## src/rtl/euler_arbiter.sv

```systemverilog
// Round-robin front end that shares one euler core among NREQ requesters,
// keeping exactly one job in flight from accept through result delivery.
// IDLE: arbitrate | ISSUE: call core | WAIT: await return | RESP: deliver result
module euler_arbiter #(
  parameter int NREQ = 4,
  parameter int IDW  = $clog2(NREQ)
) (
  input  logic                 clock,
  input  logic                 reset,
  input  logic [NREQ-1:0]      req_valid,
  input  logic [NREQ*32-1:0]   req_n,
  output logic [NREQ-1:0]      req_ready,
  output logic [NREQ-1:0]      resp_valid,
  output logic [63:0]          resp_data,
  input  logic [NREQ-1:0]      resp_ready,
  output logic                 core_start,
  input  logic                 core_busy,
  output logic [31:0]          core_n,
  input  logic                 core_done,
  output logic                 core_stall,
  input  logic [63:0]          core_returndata,
  output logic                 active,
  output logic [IDW-1:0]       grant_id
);

  typedef enum logic [1:0] {
    IDLE  = 2'd0,
    ISSUE = 2'd1,
    WAIT  = 2'd2,
    RESP  = 2'd3
  } state_t;

  state_t            state_q;
  logic [IDW-1:0]    ptr_q;
  logic [IDW-1:0]    grant_q;
  logic [31:0]       n_q;
  logic [63:0]       res_q;
  logic              core_start_q;
  logic              core_stall_q;
  logic              active_q;
  logic [NREQ-1:0]   resp_valid_q;

  logic [IDW-1:0]    ptr_d;
  logic [IDW:0]      cand;
  logic              win_found;
  logic [IDW-1:0]    win_id;
  logic [NREQ-1:0]   win_onehot;
  logic [NREQ-1:0]   grant_onehot;

  // Rotating priority: scan from ptr_q upward, wrapping at NREQ.
  always_comb begin
    cand      = '0;
    win_found = 1'b0;
    win_id    = '0;
    for (int k = 0; k < NREQ; k++) begin
      cand = {1'b0, ptr_q} + (IDW+1)'(k);
      if (cand >= (IDW+1)'(NREQ)) begin
        cand = cand - (IDW+1)'(NREQ);
      end
      if (!win_found && req_valid[cand[IDW-1:0]]) begin
        win_found = 1'b1;
        win_id    = cand[IDW-1:0];
      end
    end
  end

  always_comb begin
    win_onehot         = '0;
    win_onehot[win_id] = 1'b1;
  end

  always_comb begin
    grant_onehot          = '0;
    grant_onehot[grant_q] = 1'b1;
  end

  always_comb begin
    if (grant_q == IDW'(NREQ - 1)) begin
      ptr_d = '0;
    end else begin
      ptr_d = grant_q + IDW'(1);
    end
  end

  // Reset is folded in so req_ready reads zero while reset is held.
  assign req_ready = (state_q == IDLE && win_found && !reset) ? win_onehot : '0;

  always_ff @(posedge clock or posedge reset) begin
    if (reset) begin
      state_q      <= IDLE;
      ptr_q        <= '0;
      grant_q      <= '0;
      n_q          <= '0;
      res_q        <= '0;
      core_start_q <= 1'b0;
      core_stall_q <= 1'b1;
      active_q     <= 1'b0;
      resp_valid_q <= '0;
    end else begin
      unique case (state_q)
        IDLE: begin
          if (win_found) begin
            n_q          <= req_n[{win_id, 5'b0} +: 32];
            grant_q      <= win_id;
            core_start_q <= 1'b1;
            active_q     <= 1'b1;
            state_q      <= ISSUE;
          end
        end
        ISSUE: begin
          if (!core_busy) begin
            core_start_q <= 1'b0;
            core_stall_q <= 1'b0;
            state_q      <= WAIT;
          end
        end
        WAIT: begin
          if (core_done) begin
            res_q        <= core_returndata;
            core_stall_q <= 1'b1;
            resp_valid_q <= grant_onehot;
            state_q      <= RESP;
          end
        end
        RESP: begin
          if (resp_ready[grant_q]) begin
            ptr_q        <= ptr_d;
            resp_valid_q <= '0;
            active_q     <= 1'b0;
            state_q      <= IDLE;
          end
        end
        default: begin
          state_q <= IDLE;
        end
      endcase
    end
  end

  assign core_start = core_start_q;
  assign core_stall = core_stall_q;
  assign core_n     = n_q;
  assign resp_valid = resp_valid_q;
  assign resp_data  = res_q;
  assign active     = active_q;
  assign grant_id   = grant_q;

endmodule

```

## config.mk

```make
export PLATFORM = sky130hd
export DESIGN_NAME = euler_arbiter
export DESIGN_NICKNAME = d
export VERILOG_FILES = /design/src/rtl/euler_arbiter.sv
export SDC_FILE = /design/constraint.sdc
export NUM_CORES = 1
export LEC_CHECK = 0
export ABC_AREA = 1
export CORE_AREA = 3 3 133 135
export CTS_BUF_LIST = sky130_fd_sc_hd__clkbuf_4 sky130_fd_sc_hd__clkbuf_8 sky130_fd_sc_hd__clkbuf_16
export DETAILED_ROUTE_END_ITERATION = 7
export DIE_AREA = 0 0 136 138
export PLACE_DENSITY = 0.87
export RECOVER_POWER = 25
export SLEW_MARGIN = 10
export SYNTH_ARGS = -nofsm -noshare
export SYNTH_HDL_FRONTEND = slang
export SYNTH_SLANG_ARGS = --single-unit
```

## constraint.sdc

```tcl
create_clock -name clock -period 3.94 [get_ports clock]
set_clock_uncertainty 0.1 [all_clocks]
set_input_delay 0.591 -clock clock [delete_from_list [all_inputs] [get_ports clock]]
set_output_delay 0.591 -clock clock [all_outputs]
set_load 0.1 [all_outputs]
```

== Yosys cells after proc, flatten, opt, wreduce, memory -nomap -nowiden ==
Cells that the tools add are included.
Storage, ports and cells
  output and inout port bits: 109
  logic and storage cells: 105
  input port bits: 204
  register bits after elaboration: 109
Operators by class
  muxes and demuxes: 43
  add/subtract/negate cells: 8
  shifts and indexed selects: 1
  reduce and logical (&&, ||, !) cells: 24
  magnitude comparators: 12
  equal/unequal tests: 8
Operator list (count)
  variable part select 128 x 8 -> 32 bit: 1
  two-way mux 2 bit: 13
  < comparator 2 x 3 -> 1 bit, second input constant: 6
  two-way mux 1 bit: 15
  two-way mux 4 bit: 3
  AND reduction 3 bit: 4
  binary-select mux 1 bit (select 2 bit): 5
  greater-or-equal comparator 3 bit, second input constant: 3
  inequality test 2 bit, second input constant: 4
  one-hot mux 2 bit (4 select lines): 1
  one-hot mux 4 bit (2 select lines): 1
  nonzero test 2 bit: 4
  subtractor 2 x 1 -> 2 bit, second input constant: 4
  logical AND 1 bit: 7
  adder 2 x 2 -> 3 bit, second input constant: 2
  == test 2 bit, second input constant: 3
  one-hot mux 1 bit (2 select lines): 3
  AND reduction 2 bit: 3
  demux 1 bit (select 2 bit): 2
  greater-or-equal comparator 2 x 1 -> 1 bit, second input constant: 2
  zero test 1 bit: 4
  AND reduction 4 bit: 1
  adder 2 x 1 -> 3 bit, second input constant: 1
  greater-or-equal comparator 2 x 3 -> 1 bit, second input constant: 1
  3 further kinds: 3

== Depth between registers and ports, before layout ==
Gate-level depths: netlist (run 1).
  depth in word-level cells: 19
  depth in mapped cells: 17

== Least setup slack after synthesis (run 1) ==
No wires, ideal clock.
  path kind: input -> output
  from: input port reset
  to: output port req_ready[3]
  cell stages on the path: 3
  data required time: 3249 ps
  setup slack: -2277 ps
  buffers on the path: 0
  arrival time: 5526 ps
  cells stage by stage: inv_1 > nand2_1 > nor3_1
On the way
  word-level cells in the longest chain between the ends: 3
Ends and longest elaborated chain
  start, declared: line 9  | input logic reset,
  zero test 1 bit (no line)
  logical AND 1 bit: line 86  | assign req_ready = (state_q == IDLE && win_found && !reset) ? win_onehot : '0;
  two-way mux 4 bit: line 86
  end, declared: line 12  | output logic [NREQ-1:0] req_ready,
Every way passes these cells.

==> impl_results.md, run 1 <==
* Dpl hpwl at 15300 um
* Tcrit/Tclk final at between 70% and 80%
* Hold/Removal Path Class: flop to flop
* Num ports at 313
* CP peak stage delay at between 1 and 1.5 ns
* Mapped Area at 6080 um^2
* Final WL at slightly above 20000 um
* First-pass detailed-route iteration total at 4
* Die Width at 136 um
* CP cell instances: clkdlybuf4s50_1 -> clkinvlp_2 -> clkbuf_1 -> buf_4
* Slew @ Worst Pin at 1.59 ns
* Share of cells above drive strength 1 at approximately 14%
* Skew-Pair Late Insertion Delay at 0.35 ns
* Failing checks: capacitance limit, slew limit
* YS warnings at 0
* All-Layer GR Usage at a little over a fifth
* Max H-tree Level at 3
* Routed Antenna Nets at 0
* Crit-path max FO at 84
* Startpoint types: input pin
* Max Cap Viol at 2
* Nets@finish at around 1200
* P&R area growth vs syn at 58.4%
* CTS Sinks at around 110
* Final Util at 58.1%
* Critical setup path kind: input pin to async pin
* Via-to-Cell Ratio at 4.74
* Vert. Die Dim at between 100 and 150 um
* Endpoints failing hold at 0
* Clk buf depth at 2
* Vias in the first global route at 5948
* FP Rows at 47
* Worst EP required at 4.16 ns
* Max stage delay cell, worst path: clkbuf_1
* Initial antenna violation count at 2
* Final non-filler cell total at 1253
* Place WS at 0.870 ns
* Final setup viols at 0
* Seq/Total Area, Yosys at approximately 45%
* Routed vias at roughly 5900
* Core area at about 17000 um^2
* 1st-iter DRT viols at 251
* Largest net degree at the start of global routing at between 80 and 90
* Hold_buf cts at 0
* Run status: finished with violations
* CP arrival at 3.32 ns
* Synth top area cells: dfrtp_1, nand2_1, mux2_2
* Worst setup EP type: async pin
* Commonest non-fill, non-tap cell in the layout: nand2_1
* Post-cts sizing count at 0
* Die area at 18800 um^2
* Clock-pin slew on the worst setup and hold paths at 0.08 ns
* Starting Density at between 30% and 40%
* #FFs+latches synth at between 100 and 150
* Synth unique cells at 29
* Pins Over Slew Limit at 93
* Placed Cells at 1235
* Synth area leader: dfrtp_1
* Synth Instances at approximately 730
* Remaining routing DRC violations at 0
* Wire length per cell at 16.2 um
* Syn Area/Cell at 8.28 um^2
* Slew headroom at -6.09%
* Total CTS buffers at 9
* I/O Buffers at 312
* Top cell type's share of synthesized area at 44.5%
* Final Wtd Congestion at 0.806
* Final Critical Period at between 3 and 4 ns
* Commonest non-fill, non-tap cells in the layout: nand2_1, clkdlybuf4s50_1, dfrtp_1
* CTS tree: yes
* Syn Nets at around 950
* Fin worst setup slack at 0.832 ns
* Setup_tns at 0 ns
* First-pass GRT wire length at 31300 um
* Root buf cell: clkbuf_16
* RSZ-0062 raised after global routing: no
* Total gr overflow at 0
* F_max at approximately 320 MHz
* Post-CTS setup buffers at 0
==> sequential cells by signal, indices dropped and copies added (netlist names) <==
| name | cells |
|---|---|
| resp_data | 64 |
| grant_id | 2 |
| core_n | 32 |
| active | 1 |
| core_start | 1 |
| resp_valid | 4 |
| ptr_q | 2 |
| state_q | 2 |
| core_stall | 1 |
==> routing by layer <==
layer	up-vias	wire length (um)	track usage [%]
li1	2920	-	-
met1	2758	7550	23.1
met2	245	9980	35.9
met3	22	2370	8.65
met4	0	384	7.90
met5	-	0	0
==> metrics by stage <==
stage | hold slack, ns | instance area (um^2)
after global placement | 0.361 | 9340
after global routing | 0.400 | 9630
final | 0.381 | 9630
after CTS | 0.385 | 9640
after floorplan | 0.403 | 6090
after detailed placement | 0.364 | 9340
==> cell type report <==
cell class / instances / area [um^2]
Antenna cell: 2 / 5.00
Clock buffer: 10 / 233
Clock inverter: 6 / 67.6
Fill cell: 1443 / 6960
Inverter: 27 / 103
Multi-Input combinational cell: 557 / 2960
Sequential cell: 109 / 2730
Tap cell: 220 / 275
Timing Repair Buffer: 322 / 3260
==> cell families after synthesis <==
logic type / after synthesis / synth area share [%]
flops: 109 / 44.9
simple gates: 463 / 32.7
mux: 64 / 11.9
compound gates: 21 / 1.98
fa+ha+maj: 9 / 1.85
buf+inv: 68 / 6.69
==> worst max-delay path: cells and delay by family <==
kind	cells	cell delay [ns]
buffers and inverters	4	2.62
==> cell usage after synthesis <==
master	instances
buf_4	9
o31ai_1	1
ha_1	9
o211ai_1	1
o21ai_0	12
nand3_1	73
buf_6	5
nor3_2	2
nand2_2	34
dfrtp_1	108
clkbuf_1	7
mux2_2	64
nand4_1	2
nand2_1	338
buf_8	1
inv_1	22
nor2_4	1
buf_2	16
nor3_1	3
a31oi_1	2
nor2_1	5
o22a_1	1
buf_12	3
nand3_4	2
a21oi_1	3
o21ai_2	1
dfstp_2	1
nand3_2	3
inv_2	5
==> final timing paths <==
kind / start / to / slack (ns) / cells past startpoint
min in group asynchronous: reset / grant_id[1] / 1.06 / 3
hold / removal: core_n[0] / core_n[0] / 0.38 / 2
hold reg to reg: core_n[0] / core_n[0] / 0.38 / 2
setup / recovery: reset / resp_data[20] / 0.83 / 4
max in group clock: ptr_q[0] / req_ready[2] / 0.83 / 11
setup reg to reg: ptr_q[0] / core_n[3] / 1.22 / 13
Power of run 1 is not shown: default switching activity piles up to over one toggle a cycle in this logic, so the estimate is an artifact.
==> run 2, diff against run 1 <==
- clock period: 3.94 -> 2.6 ns (I/O delays scaled with it)
==> run 2 against run 1 <==
  * The run ends with capacitance limit, slew limit, setup timing left
  * Core utilization grew 1.2 points
  * Critical path depth grew 8
  * Cell count grew 2.1%
  * Clock-buffer cell count is the same
  * Worst hold slack gained 0.010 ns
  * Design area grew 2.1%
  * Register-to-register slack lost 1.0 ns
  * Die area is the same
  * Global-route usage grew 0.70 points
  * Via count grew 4.1%
  * Highest routed layer unchanged
==> impl_results.md, run 2 (synthesized netlist as in run 1, its figures left out) <==
* F_max at approximately 360 MHz
* Wire length per cell at 16.5 um
* Nets@finish at 1267
* Final Instance Area at between 9000 and 10000 um^2
* First-pass GRT wire length at 32700 um
* All-Layer GR Usage at between 20 and 25%
* Placed Instance Area at 9220 um^2
* Final setup viols at 4
* CTS Sinks at 109
* Root buf cell: clkbuf_16
* Commonest non-fill, non-tap cell in the layout: nand2_1
* Commonest non-fill, non-tap cells in the layout: nand2_1, clkdlybuf4s50_1, buf_4
* Number of diodes at 0
* Slew @ Worst Pin at ~1.5 ns
* Run status: finished with violations
* FP Rows at 47
* Skew-Pair Late Insertion Delay at ~0.36 ns
* Reg2Reg Depth at 18
* Tcrit/Tclk final at 106%
* Final Wtd Congestion at 0.800
* CP arrival at 2.26 ns
* Initial antenna violation count at 0
* Die area at 18800 um^2
* Critical setup path kind: input pin to primary output
* RSZ-0062 raised after global routing: yes
* RR Startpoint: ptr_q[1]
* Worst Hold Path EP: core_n[18]
* Die Width at 136 um
* Clk buf depth at 2
* Vias in the first global route at 6254
* Max reg flops at between 60 and 70
* Remaining routing DRC violations at 0
* Clock-pin slew on the worst setup and hold paths at 0.07 ns
* Core area at around 17000 um^2
* Filler cell count in the final layout at 1407
* Crit-path max FO at 4
* Worst setup EP type: primary output
* Final Critical Period at 2.75 ns
* Total CTS buffers at 9
* First-pass detailed-route iteration total at 5
* Final WL at around 21000 um
* Fin worst setup slack at -0.146 ns
* I/O Buffers at 312
* CTS tree: yes
* Reg2reg end: core_n[18]
* Routed vias at 6189
* Share of cells above drive strength 1 at 29.0%
* Starting Density at a little over a third
* Max Cap Viol at 1
* Startpoint types: input pin
* Total gr overflow at 0
* Pins Over Slew Limit at 110
* Worst EP required at 2.11 ns
* Hold path depth at 2
* Num ports at 313
* Routed Antenna Nets at 0
* Hold Path Origin: core_n[18]
* Dpl hpwl at 15200 um
* Largest net degree at the start of global routing at 110
* Failing checks: capacitance limit, slew limit, setup timing
* Worst R2R Setup Slack at approximately 0.18 ns
* Max H-tree Level at 3
* Final hold slack at 0.391 ns
* Endpoints failing hold at 0
* Via-to-Cell Ratio at 4.84
* Vert. Die Dim at roughly 140 um
* Hold/Removal Path Class: flop to flop
* P&R area growth vs syn at 61.6%
* FF+latch area at 2730 um^2
* Multi-input logic area at 3120 um^2
* Slew headroom at -0.963%
* 1st-iter DRT viols at ~220
## run 2: changes by cell type in the layout (fill, tap and decap cells not counted), sizes merged
cell           delta
dlygate4sd2       +1
buf             +134
inv               -1
clkbuf            -1
dlymetal6s2s      +1
clkinv            +1
clkdlybuf4s50   -107
diode             -2
## run 2: final cells by class
class,count,area share (%)
Timing Repair Buffer,350,33.4
Multi-Input combinational cell,557,31.8
Sequential cell,109,27.8
Tap cell,220,2.80
Clock buffer,10,2.37
Inverter,27,1.15
Clock inverter,6,0.688
## run 2: what timing repair did
item / CTS / global route
resized for setup: 26 / 22
endpoints found under the setup margin: 4 / 10
setup buffers: 14 / 5
pin swaps: 12 / 15
cloned: 1 / 0
hold buffers: 0 / 0
## run 2: how the worst max path moves through the flow
stage                       from           end  slack [ns]  cells past startpoint
finish              req_valid[0]  req_ready[0]       -0.15                     12
global route            ptr_q[0]  req_ready[1]       -0.24                     12
CTS                     ptr_q[0]  req_ready[2]       -0.15                     10
detailed placement  req_valid[3]     core_n[6]       -0.17                     15
global placement    req_valid[1]    core_n[22]       -0.09                     15
floorplan                  reset  req_ready[3]       -0.86                      3
## run 2: stage by stage
stage | TNS, ns | util, % | std cells | worst slack, ns
finish | -0.515 | 59.2 | 1279 | -0.146
global route | -0.913 | 59.2 | 1279 | -0.244
CTS | -0.495 | 58.6 | 1274 | -0.150
detailed placement | -5.11 | 55.6 | 1243 | -0.174
global placement | -2.52 | 55.6 | 1243 | -0.0931
floorplan | -3.38 | - | 734 | -0.858
## run 2: metal layers
metal | wire length (um) | GRT usage (%)
met4 | 366 | 5.57
met3 | 2380 | 7.74
met1 | 7730 | 24.7
met5 | 0 | 0
met2 | 10600 | 38.2
## run 2: worst max-delay path, cell delays in order
cell,delay [ns]
clkdlybuf4s50_1,0.49
inv_1,0.08
nand2_2,0.11
nand3_4,0.08
nand2_4,0.09
inv_2,0.04
buf_4,0.13
nand4_1,0.14
nand3_4,0.14
buf_6,0.15
nor3_4,0.20
buf_12,0.21
Power of run 2 is left out for the same reason.
